$ cat src/rtl/esp_frame_ctrl.sv
// Packet controller for the ESP32 byte stream: sync hunt, header parse, payload
// sequencing into the frame-buffer write port, checksum check and timeout supervision.
module esp_frame_ctrl #(
   parameter int          ADDR_W      = 16,
   parameter logic [7:0]  SYNC_BYTE   = 8'hA5,
   parameter int          TIMEOUT_CYC = 27000
) (
   input  logic              clk,
   input  logic              rst,
   input  logic [7:0]        rx_data,
   input  logic              rx_valid,
   output logic              rx_ready,
   output logic              fb_wr_en,
   output logic [ADDR_W-1:0] fb_wr_addr,
   output logic [7:0]        fb_wr_data,
   input  logic              fb_wr_ready,
   output logic              busy,
   output logic              frame_done,
   output logic              frame_err,
   output logic [1:0]        err_code,
   output logic [15:0]       frame_len
);

   localparam logic [3:0] S_IDLE    = 4'd0;
   localparam logic [3:0] S_CMD     = 4'd1;
   localparam logic [3:0] S_LEN_H   = 4'd2;
   localparam logic [3:0] S_LEN_L   = 4'd3;
   localparam logic [3:0] S_ADDR_H  = 4'd4;
   localparam logic [3:0] S_ADDR_L  = 4'd5;
   localparam logic [3:0] S_PAYLOAD = 4'd6;
   localparam logic [3:0] S_CHK     = 4'd7;
   localparam logic [3:0] S_FINISH  = 4'd8;

   localparam logic [7:0] CMD_PIXEL = 8'h01;
   localparam logic [7:0] CMD_PING  = 8'h02;

   localparam logic [1:0] ERR_NONE = 2'd0;
   localparam logic [1:0] ERR_CMD  = 2'd1;
   localparam logic [1:0] ERR_CHK  = 2'd2;
   localparam logic [1:0] ERR_TMO  = 2'd3;

   localparam int               TMO_W    = $clog2(TIMEOUT_CYC + 1);
   localparam logic [TMO_W-1:0] TMO_LAST = TMO_W'(TIMEOUT_CYC - 1);

   logic [3:0]        state_q, state_d;
   logic [7:0]        cmd_q, cmd_d;
   logic [7:0]        len_hi_q, len_hi_d;
   logic [7:0]        addr_hi_q, addr_hi_d;
   logic [ADDR_W-1:0] addr_q, addr_d;
   logic [15:0]       rem_q, rem_d;
   logic [7:0]        chk_q, chk_d;
   logic [TMO_W-1:0]  tmo_q, tmo_d;
   logic              fb_wr_en_q, fb_wr_en_d;
   logic [ADDR_W-1:0] fb_wr_addr_q, fb_wr_addr_d;
   logic [7:0]        fb_wr_data_q, fb_wr_data_d;
   logic              busy_q, busy_d;
   logic              frame_done_q, frame_done_d;
   logic              frame_err_q, frame_err_d;
   logic [1:0]        err_code_q, err_code_d;
   logic [15:0]       frame_len_q, frame_len_d;

   logic rx_accept_s;
   logic wr_clear_s;
   logic tmo_run_s;
   logic tmo_hit_s;

   // Byte acceptance: payload bytes only enter when the one-entry write slot frees up.
   always_comb begin
      rx_ready = 1'b1;
      case (state_q)
         S_PAYLOAD: rx_ready = !fb_wr_en_q || fb_wr_ready;
         S_FINISH:  rx_ready = 1'b0;
         default:   rx_ready = 1'b1;
      endcase
   end

   // Handshake and timeout qualifiers shared by the next-state logic.
   always_comb begin
      rx_accept_s = rx_valid && rx_ready;
      wr_clear_s  = !fb_wr_en_q || fb_wr_ready;
      tmo_run_s   = (state_q != S_IDLE) && (state_q != S_FINISH);
      tmo_hit_s   = tmo_run_s && !rx_accept_s && (tmo_q == TMO_LAST);
   end

   // Next-state, datapath and status computation.
   always_comb begin
      state_d      = state_q;
      cmd_d        = cmd_q;
      len_hi_d     = len_hi_q;
      addr_hi_d    = addr_hi_q;
      addr_d       = addr_q;
      rem_d        = rem_q;
      chk_d        = chk_q;
      fb_wr_addr_d = fb_wr_addr_q;
      fb_wr_data_d = fb_wr_data_q;
      err_code_d   = err_code_q;
      frame_len_d  = frame_len_q;
      frame_done_d = 1'b0;
      frame_err_d  = 1'b0;

      // A pending write retires on its handshake regardless of packet state.
      if (fb_wr_en_q && fb_wr_ready) begin
         fb_wr_en_d = 1'b0;
      end else begin
         fb_wr_en_d = fb_wr_en_q;
      end

      if (!tmo_run_s || rx_accept_s) begin
         tmo_d = {TMO_W{1'b0}};
      end else begin
         tmo_d = tmo_q + TMO_W'(1);
      end

      if (tmo_hit_s) begin
         state_d     = S_IDLE;
         frame_err_d = 1'b1;
         err_code_d  = ERR_TMO;
         tmo_d       = {TMO_W{1'b0}};
      end else if (rx_accept_s) begin
         case (state_q)
            S_IDLE: begin
               if (rx_data == SYNC_BYTE) begin
                  state_d    = S_CMD;
                  chk_d      = 8'h00;
                  err_code_d = ERR_NONE;
               end else begin
                  state_d = S_IDLE;
               end
            end
            S_CMD: begin
               cmd_d = rx_data;
               chk_d = chk_q + rx_data;
               if ((rx_data == CMD_PIXEL) || (rx_data == CMD_PING)) begin
                  state_d = S_LEN_H;
               end else begin
                  state_d     = S_IDLE;
                  frame_err_d = 1'b1;
                  err_code_d  = ERR_CMD;
               end
            end
            S_LEN_H: begin
               len_hi_d = rx_data;
               chk_d    = chk_q + rx_data;
               state_d  = S_LEN_L;
            end
            S_LEN_L: begin
               frame_len_d = {len_hi_q, rx_data};
               chk_d       = chk_q + rx_data;
               state_d     = S_ADDR_H;
            end
            S_ADDR_H: begin
               addr_hi_d = rx_data;
               chk_d     = chk_q + rx_data;
               state_d   = S_ADDR_L;
            end
            S_ADDR_L: begin
               addr_d = ADDR_W'({addr_hi_q, rx_data});
               chk_d  = chk_q + rx_data;
               if ((cmd_q == CMD_PIXEL) && (frame_len_q != 16'd0)) begin
                  rem_d   = frame_len_q;
                  state_d = S_PAYLOAD;
               end else begin
                  state_d = S_CHK;
               end
            end
            S_PAYLOAD: begin
               fb_wr_en_d   = 1'b1;
               fb_wr_addr_d = addr_q;
               fb_wr_data_d = rx_data;
               addr_d       = addr_q + ADDR_W'(1);
               rem_d        = rem_q - 16'd1;
               chk_d        = chk_q + rx_data;
               if (rem_q == 16'd1) begin
                  state_d = S_CHK;
               end else begin
                  state_d = S_PAYLOAD;
               end
            end
            S_CHK: begin
               if (rx_data != chk_q) begin
                  state_d     = S_IDLE;
                  frame_err_d = 1'b1;
                  err_code_d  = ERR_CHK;
               end else if (wr_clear_s) begin
                  state_d      = S_IDLE;
                  frame_done_d = 1'b1;
               end else begin
                  state_d = S_FINISH;
               end
            end
            default: state_d = S_IDLE;
         endcase
      end else if (state_q == S_FINISH) begin
         // Done is reported only once the last payload write has been taken.
         if (wr_clear_s) begin
            state_d      = S_IDLE;
            frame_done_d = 1'b1;
         end else begin
            state_d = S_FINISH;
         end
      end else begin
         state_d = state_q;
      end

      busy_d = (state_d != S_IDLE);
   end

   // State and output registers with synchronous reset.
   always_ff @(posedge clk) begin
      if (rst) begin
         state_q      <= S_IDLE;
         cmd_q        <= 8'h00;
         len_hi_q     <= 8'h00;
         addr_hi_q    <= 8'h00;
         addr_q       <= {ADDR_W{1'b0}};
         rem_q        <= 16'd0;
         chk_q        <= 8'h00;
         tmo_q        <= {TMO_W{1'b0}};
         fb_wr_en_q   <= 1'b0;
         fb_wr_addr_q <= {ADDR_W{1'b0}};
         fb_wr_data_q <= 8'h00;
         busy_q       <= 1'b0;
         frame_done_q <= 1'b0;
         frame_err_q  <= 1'b0;
         err_code_q   <= ERR_NONE;
         frame_len_q  <= 16'd0;
      end else begin
         state_q      <= state_d;
         cmd_q        <= cmd_d;
         len_hi_q     <= len_hi_d;
         addr_hi_q    <= addr_hi_d;
         addr_q       <= addr_d;
         rem_q        <= rem_d;
         chk_q        <= chk_d;
         tmo_q        <= tmo_d;
         fb_wr_en_q   <= fb_wr_en_d;
         fb_wr_addr_q <= fb_wr_addr_d;
         fb_wr_data_q <= fb_wr_data_d;
         busy_q       <= busy_d;
         frame_done_q <= frame_done_d;
         frame_err_q  <= frame_err_d;
         err_code_q   <= err_code_d;
         frame_len_q  <= frame_len_d;
      end
   end

   assign fb_wr_en   = fb_wr_en_q;
   assign fb_wr_addr = fb_wr_addr_q;
   assign fb_wr_data = fb_wr_data_q;
   assign busy       = busy_q;
   assign frame_done = frame_done_q;
   assign frame_err  = frame_err_q;
   assign err_code   = err_code_q;
   assign frame_len  = frame_len_q;

endmodule

$ cat config.mk
export PLATFORM = sky130hd
export DESIGN_NAME = esp_frame_ctrl
export DESIGN_NICKNAME = d
export VERILOG_FILES = /design/src/rtl/esp_frame_ctrl.sv
export SDC_FILE = /design/constraint.sdc
export NUM_CORES = 1
export LEC_CHECK = 0
export BUFFER_PORTS_ARGS = -buffer_cell sky130_fd_sc_hd__buf_2
export CAP_MARGIN = 20
export CORE_ASPECT_RATIO = 0.9
export CORE_MARGIN = 2
export CORE_UTILIZATION = 59
export DETAILED_ROUTE_END_ITERATION = 6
export HOLD_SLACK_MARGIN = 0.02
export PLACE_DENSITY = 0.78
export RECOVER_POWER = 50
export SYNTH_ARGS = -nofsm -noshare
export SYNTH_HDL_FRONTEND = slang
export SYNTH_SLANG_ARGS = --single-unit
$ cat constraint.sdc
create_clock -name clk -period 2.32 [get_ports clk]
set_input_delay 0 -clock clk [delete_from_list [all_inputs] [get_ports clk]]
set_output_delay 0 -clock clk [all_outputs]
set_load 0.02 [all_outputs]
# Yosys cells after proc, flatten, opt, wreduce, memory -nomap -nowiden
# Cells that the tools add are included.
[word_totals]
mem_count = 0
input_bits = 12
latch_bits = 0
regBits = 129
mem_bits_ro = 0
mem_bits_rw = 0
output_inout_bits = 47
wordCells = 110
[classes]
add_sub_neg = 4
magnitude_cmp = 0
reduce_logical = 32
mux = 36
mul = 0
n_eq_ne = 21
div_mod_pow = 0
shifts = 0
bitwise = 1
[ops]
columns = ["operator", "n"]
rows = [
  ["16-bit case mux with 2 select lines", 2],
  ["4-bit case mux with 8 select lines", 1],
  ["4-bit two-way mux", 5],
  ["3-bit AND reduction", 6],
  ["16-bit by 1-bit adder with 16-bit output (second input constant)", 1],
  ["16-bit by 1-bit equality test with 1-bit output (second input constant)", 1],
  ["4-bit by 3-bit equality test with 1-bit output (second input constant)", 4],
  ["8-bit by 1-bit equality test with 1-bit output (second input constant)", 2],
  ["1-bit two-way mux", 16],
  ["16-bit two-way mux", 1],
  ["8-bit case mux with 2 select lines", 1],
  ["16-bit nonzero test", 1],
  ["16-bit by 1-bit subtractor with 16-bit output (second input constant)", 1],
  ["15-bit by 1-bit adder with 15-bit output (second input constant)", 1],
  ["15-bit equality test (second input constant)", 1],
  ["2-bit two-way mux", 6],
  ["4-bit nonzero test", 3],
  ["3-bit inequality test (second input constant)", 3],
  ["8-bit adder", 1],
  ["4-bit by 2-bit equality test with 1-bit output (second input constant)", 2],
  ["8-bit by 2-bit equality test with 1-bit output (second input constant)", 1],
  ["8-bit equality test (second input constant)", 1],
  ["8-bit two-way mux", 1],
  ["8-bit inequality test", 1],
  ["17 further kinds", 31],
]

# Logic depth before layout (Yosys ltp)
[logic_depth]
word_depth = 9
mapped_depth = 9

# Worst setup path after synthesis
# No wires, ideal clock.
[synth_timing]
kind = "reg2reg"
startpoint = "reg rem_q[5]"
endpoint = "reg rem_q[14]"
arrival_time_ns = 1.705
required_ns = 2.188
setup_slack_ns = 0.483
path_stages_with_launch = 7
synth_period_minus_slack_ns = 1.837
path_cell_list = "dfxtp_1 or4_1 nor4_2 nand3_1 o21a_1 o21ai_0 a21oi_1"
[synth_between]
elab_chain_cells = 2
[synth_rtl]
columns = ["element", "line_no", "text"]
rows = [
  ["start: declaration", "50", "logic [15:0] rem_q, rem_d;"],
  ["start signal: assignment", "233", "rem_q <= rem_d;"],
  ["16-bit by 1-bit subtractor with 16-bit output", "171", "rem_d = rem_q - 16'd1;"],
  ["16-bit case mux with 2 select lines", "120", "case (state_q)"],
]
# Every way passes these cells.
# A chain may end at the register's enable or synchronous reset.

# Final worst setup path
[layout_timing]
startpoint = "reg state_q[0]"
endpoint = "reg rem_q[3]"
[layout_between]
elab_chain_cells = 8
[layout_rtl]
columns = ["element", "line_no", "text"]
rows = [
  ["start: declaration", "45", "logic [3:0] state_q, state_d;"],
  ["start signal: assignment", "228", "state_q <= state_d;"],
  ["4-bit equality test / 4-bit by 3-bit equality test with 1-bit output (equally long branches)", "70, 120", ""],
  ["1-bit case mux with 2 select lines", "70", "case (state_q)"],
  ["1-bit logical AND", "79", "rx_accept_s = rx_valid && rx_ready;"],
  ["1-bit zero test", "82", "tmo_hit_s = tmo_run_s && !rx_accept_s && (tmo_q == TMO_LAST);"],
  ["1-bit logical AND (2 in a row)", "82", ""],
  ["1-bit NOT (no source line)", "-", ""],
  ["4-bit AND reduction (no source line)", "-", ""],
]
# Several ways; a longest one is shown, not always the timed one.

==> flow_metrics.py <==
metrics = {
    "status": {
        "status": "finished clean",
    },
    "route": {
        "drt_first_pass_iters": 5,
        "first_iter_violations": 636,
        "drc": 0,
        "routed_wl_mm": 17.4,
        "detail_route.vias_per_cell": 6.11,
        "num_vias": 6106,
        "postRouteAntennaNets": 0,
        "wl_per_cell_um": 17.4,
    },
    "floorplanning": {
        "dieArea_um2": 11100,
        "rows": 35,
        "coreArea_um2": 10200,
        "io_pins": 59,
        "die_h_um": 100,
        "initial_utilization": 0.599,
        "die_w_um": 111,
    },
    "grt": {
        "top_usage_layer": "met2",
        "grt_antenna_before_repair": 0,
        "grt_pass1_vias": 5656,
        "grt_pass1_wl_mm": 28.2,
        "grt_max_degree": 63,
        "grt_usage": 0.316,
        "grt_util_met1": 0.401,
        "gr-total-overflow": 0,
        "gr-usage-met3": 0.0640,
        "use_met2": 0.530,
    },
    "critical_path": {
        "crit_start": "state_q[0]$_SDFF_PP0_",
        "critPathBufInv": 2,
        "cp_top_family": "compound AO/OA/AOI/OAI gates",
        "cp-start-kind": "register",
        "crit_chain": "buf_4, nor3_2, buf_4, a21oi_1, nand2b_1, a221oi_1, a311oi_1",
        "cp_max_fo": 9,
        "crit_path_top_delay_cell": "dfxtp_1",
        "slowest_delay_ps": 520,
        "end_kind": "register",
        "worst_path_most_repeated_cell": "buf_4",
        "critPathRequiredTime_ps": 2610,
        "critPathKind": "register to register",
        "r2r_start": "state_q[0]$_SDFF_PP0_",
        "arrival_ps": 2490,
    },
    "synthesis": {
        "seq_area_frac_synth": 0.425,
        "synth_seq_cells": 129,
        "yosysTopAreaCell": "dfxtp_1",
        "yosys-top-cells-area": "dfxtp_1, nand2_1, a21oi_1",
        "synth_top_area_share": 0.425,
        "synthesis.area_um2": 6080,
        "syn_area_per_cell_um2": 7.69,
        "synth.distinct_cells": 60,
        "synthFlopType": "dfxtp_1",
        "synth_edf_count": 0,
        "ys_top_cells_by_count": "nand2_1, dfxtp_1, a21oi_1",
        "synth.most_common_cell": "nand2_1",
        "synth_nets": 815,
        "synthArstFlopShare": 0,
        "yosysWarnings": 0,
        "syn_inst": 791,
    },
    "timing": {
        "hold_violations": 0,
        "drv_slew": 0,
        "rsz0062_at_grt": "no",
        "finalSetupViolCount": 0,
        "max_freq_mhz": 456,
        "slew_headroom": 0.551,
        "clock_skew_ps": 7.00,
        "min_period_over_period": 0.946,
        "finalCriticalPeriod_ps": 2190,
        "tns_ps": 0,
        "tightest_slew_ps": 674,
    },
    "placement": {
        "dp.cells": 958,
        "portBuffers": 58,
        "gp_congestion": 0.938,
        "hpwlAfterDp_mm": 11.4,
    },
    "min_path": {
        "hold_path.startpoint": "rx_data[4]",
        "hp-class": "input port to register",
    },
    "finish": {
        "diodes": 0,
        "seqCellArea_um2": 2580,
        "final_nets": 882,
        "area_growth_pct": 19.0,
        "fill_cells": 802,
        "multi_input_area_um2": 3260,
        "drive_gt1_frac": 0.101,
        "instances_no_fill": 1000,
    },
    "power_and_ir_drop": {
        "ir_drop_uv": 730,
        "finalPower_w": 0.00514,
        "p_per_area_nw_per_um2": 709,
        "power_leakage_nw": 2.54,
    },
    "clock_tree": {
        "cts_root_buf": "clkbuf_16",
        "cts_max_level": 4,
        "worstSkewPairLatency_ps": 430,
        "cts-buffers-inserted": 17,
        "cts_max_path_buffers": 2,
        "clock_sinks": 129,
        "clk_pin_slew_ps": 60,
        "tritoncts": "done",
    },
    "flow_run": {
        "maxCapViolCount": 0,
    },
}
[placed cells by master, fill, tap and decap left out, types with 6 or more instances in the layout]
cell type	n
ha_1	11
buf_4	27
nand2_1	164
a21oi_1	104
or3_1	6
inv_1	12
a211oi_1	10
dfxtp_1	128
nor3_1	23
nor4_1	10
xnor2_1	10
a22oi_1	8
o21ai_0	28
nor2b_1	6
nand2b_1	6
clkbuf_1	49
clkbuf_16	17
dlygate4sd3_1	7
xor2_1	11
nor2_1	66
buf_2	11
a31oi_1	6
and3_1	7
mux2i_1	8
nand3_1	37
nand4_1	10
[state kept, by name, indices dropped and copies added (netlist names)]
register and cells:
fb_wr_addr 16, err_code 2, addr_hi_q 8, state_q 4, tmo_q 15, cmd_q 8
frame_len 16, busy 1, chk_q 8, frame_err 1, fb_wr_data 8, frame_done 1
rem_q 16, fb_wr_en 1, addr_q 16, len_hi_q 8
[per-layer routing]
metal  wire length [um]  vias to the layer above
li1                   -                     2932
met1               7260                     2863
met2               8360                      268
met3               1300                       43
met4                432                        0
met5                  0                        -
[per-stage QoR]
| stage | setup WS [ps] | util | hold WS [ps] | cell area (um^2) |
|---|---|---|---|---|
| floorplan | 483 | - | 136 | 6080 |
| global placement | 95.1 | 0.651 | 371 | 6620 |
| detailed placement | 115 | 0.651 | 382 | 6620 |
| CTS | 63.9 | 0.719 | 38.2 | 7300 |
| global route | 22.3 | 0.713 | 60.8 | 7240 |
| finish | 126 | 0.713 | 49.7 | 7240 |
[cell type report]
| cell class | count | share of cell area |
|---|---|---|
| Multi-Input combinational cell | 601 | 0.451 |
| Tap cell | 129 | 0.0223 |
| Timing Repair Buffer | 97 | 0.0791 |
| Clock buffer | 20 | 0.0631 |
| Clock inverter | 12 | 0.0218 |
| Inverter | 12 | 0.00622 |
| Sequential cell | 129 | 0.357 |
[logic make-up (layout without fill, tap and decap cells)]
kind of cell               count (synthesis)  in the layout  share of synthesized area
and+or+nand+nor                          360            360                      0.271
DFF                                      129            129                      0.425
xor gates and xnor gates                  21             21                     0.0302
muxes                                      8              8                     0.0132
AOI/OAI and AO/OA                        200            200                      0.196
adders and majority gates                 12             12                     0.0259
buffers and inverters                     61            141                     0.0387
[worst register-to-register path, stage by stage (launching register included)]
cell and delay, ps:
dfxtp_1 520, buf_4 240, nor3_2 60, buf_4 160
a21oi_1 420, nand2b_1 230, a221oi_1 330, a311oi_1 100
[path summary, 6_finish.rpt]
| path | endpoint | cells after the start | slack, ps |
|---|---|---|---|
| setup / recovery | rem_q[3]$_SDFFE_PP0P_ | 7 | 130 |
| hold / removal | fb_wr_data[4]$_SDFFE_PP0P_ | 4 | 50 |
| setup reg to reg | rem_q[3]$_SDFFE_PP0P_ | 7 | 130 |
| hold reg to reg | cmd_q[2]$_SDFFE_PP0P_ | 2 | 450 |
[where the power goes]
part	internal [W]	leakage (nW)	switching, W	total, W
clock network	0.00175	0.293	0.00103	0.00277
registers	0.00222	1.04	0.000000204	0.00222
logic	0.0000432	1.21	0.000104	0.000147
[repair_timing]
item / 4_1_cts / 5_1_grt
hold buffers: 7 / 0
setup endpoints to repair: 0 / 9
hold endpoints to repair: 30 / 0
setup buffers: 0 / 3
resized for setup: 0 / 2
Power figures use the tool's default switching activity.
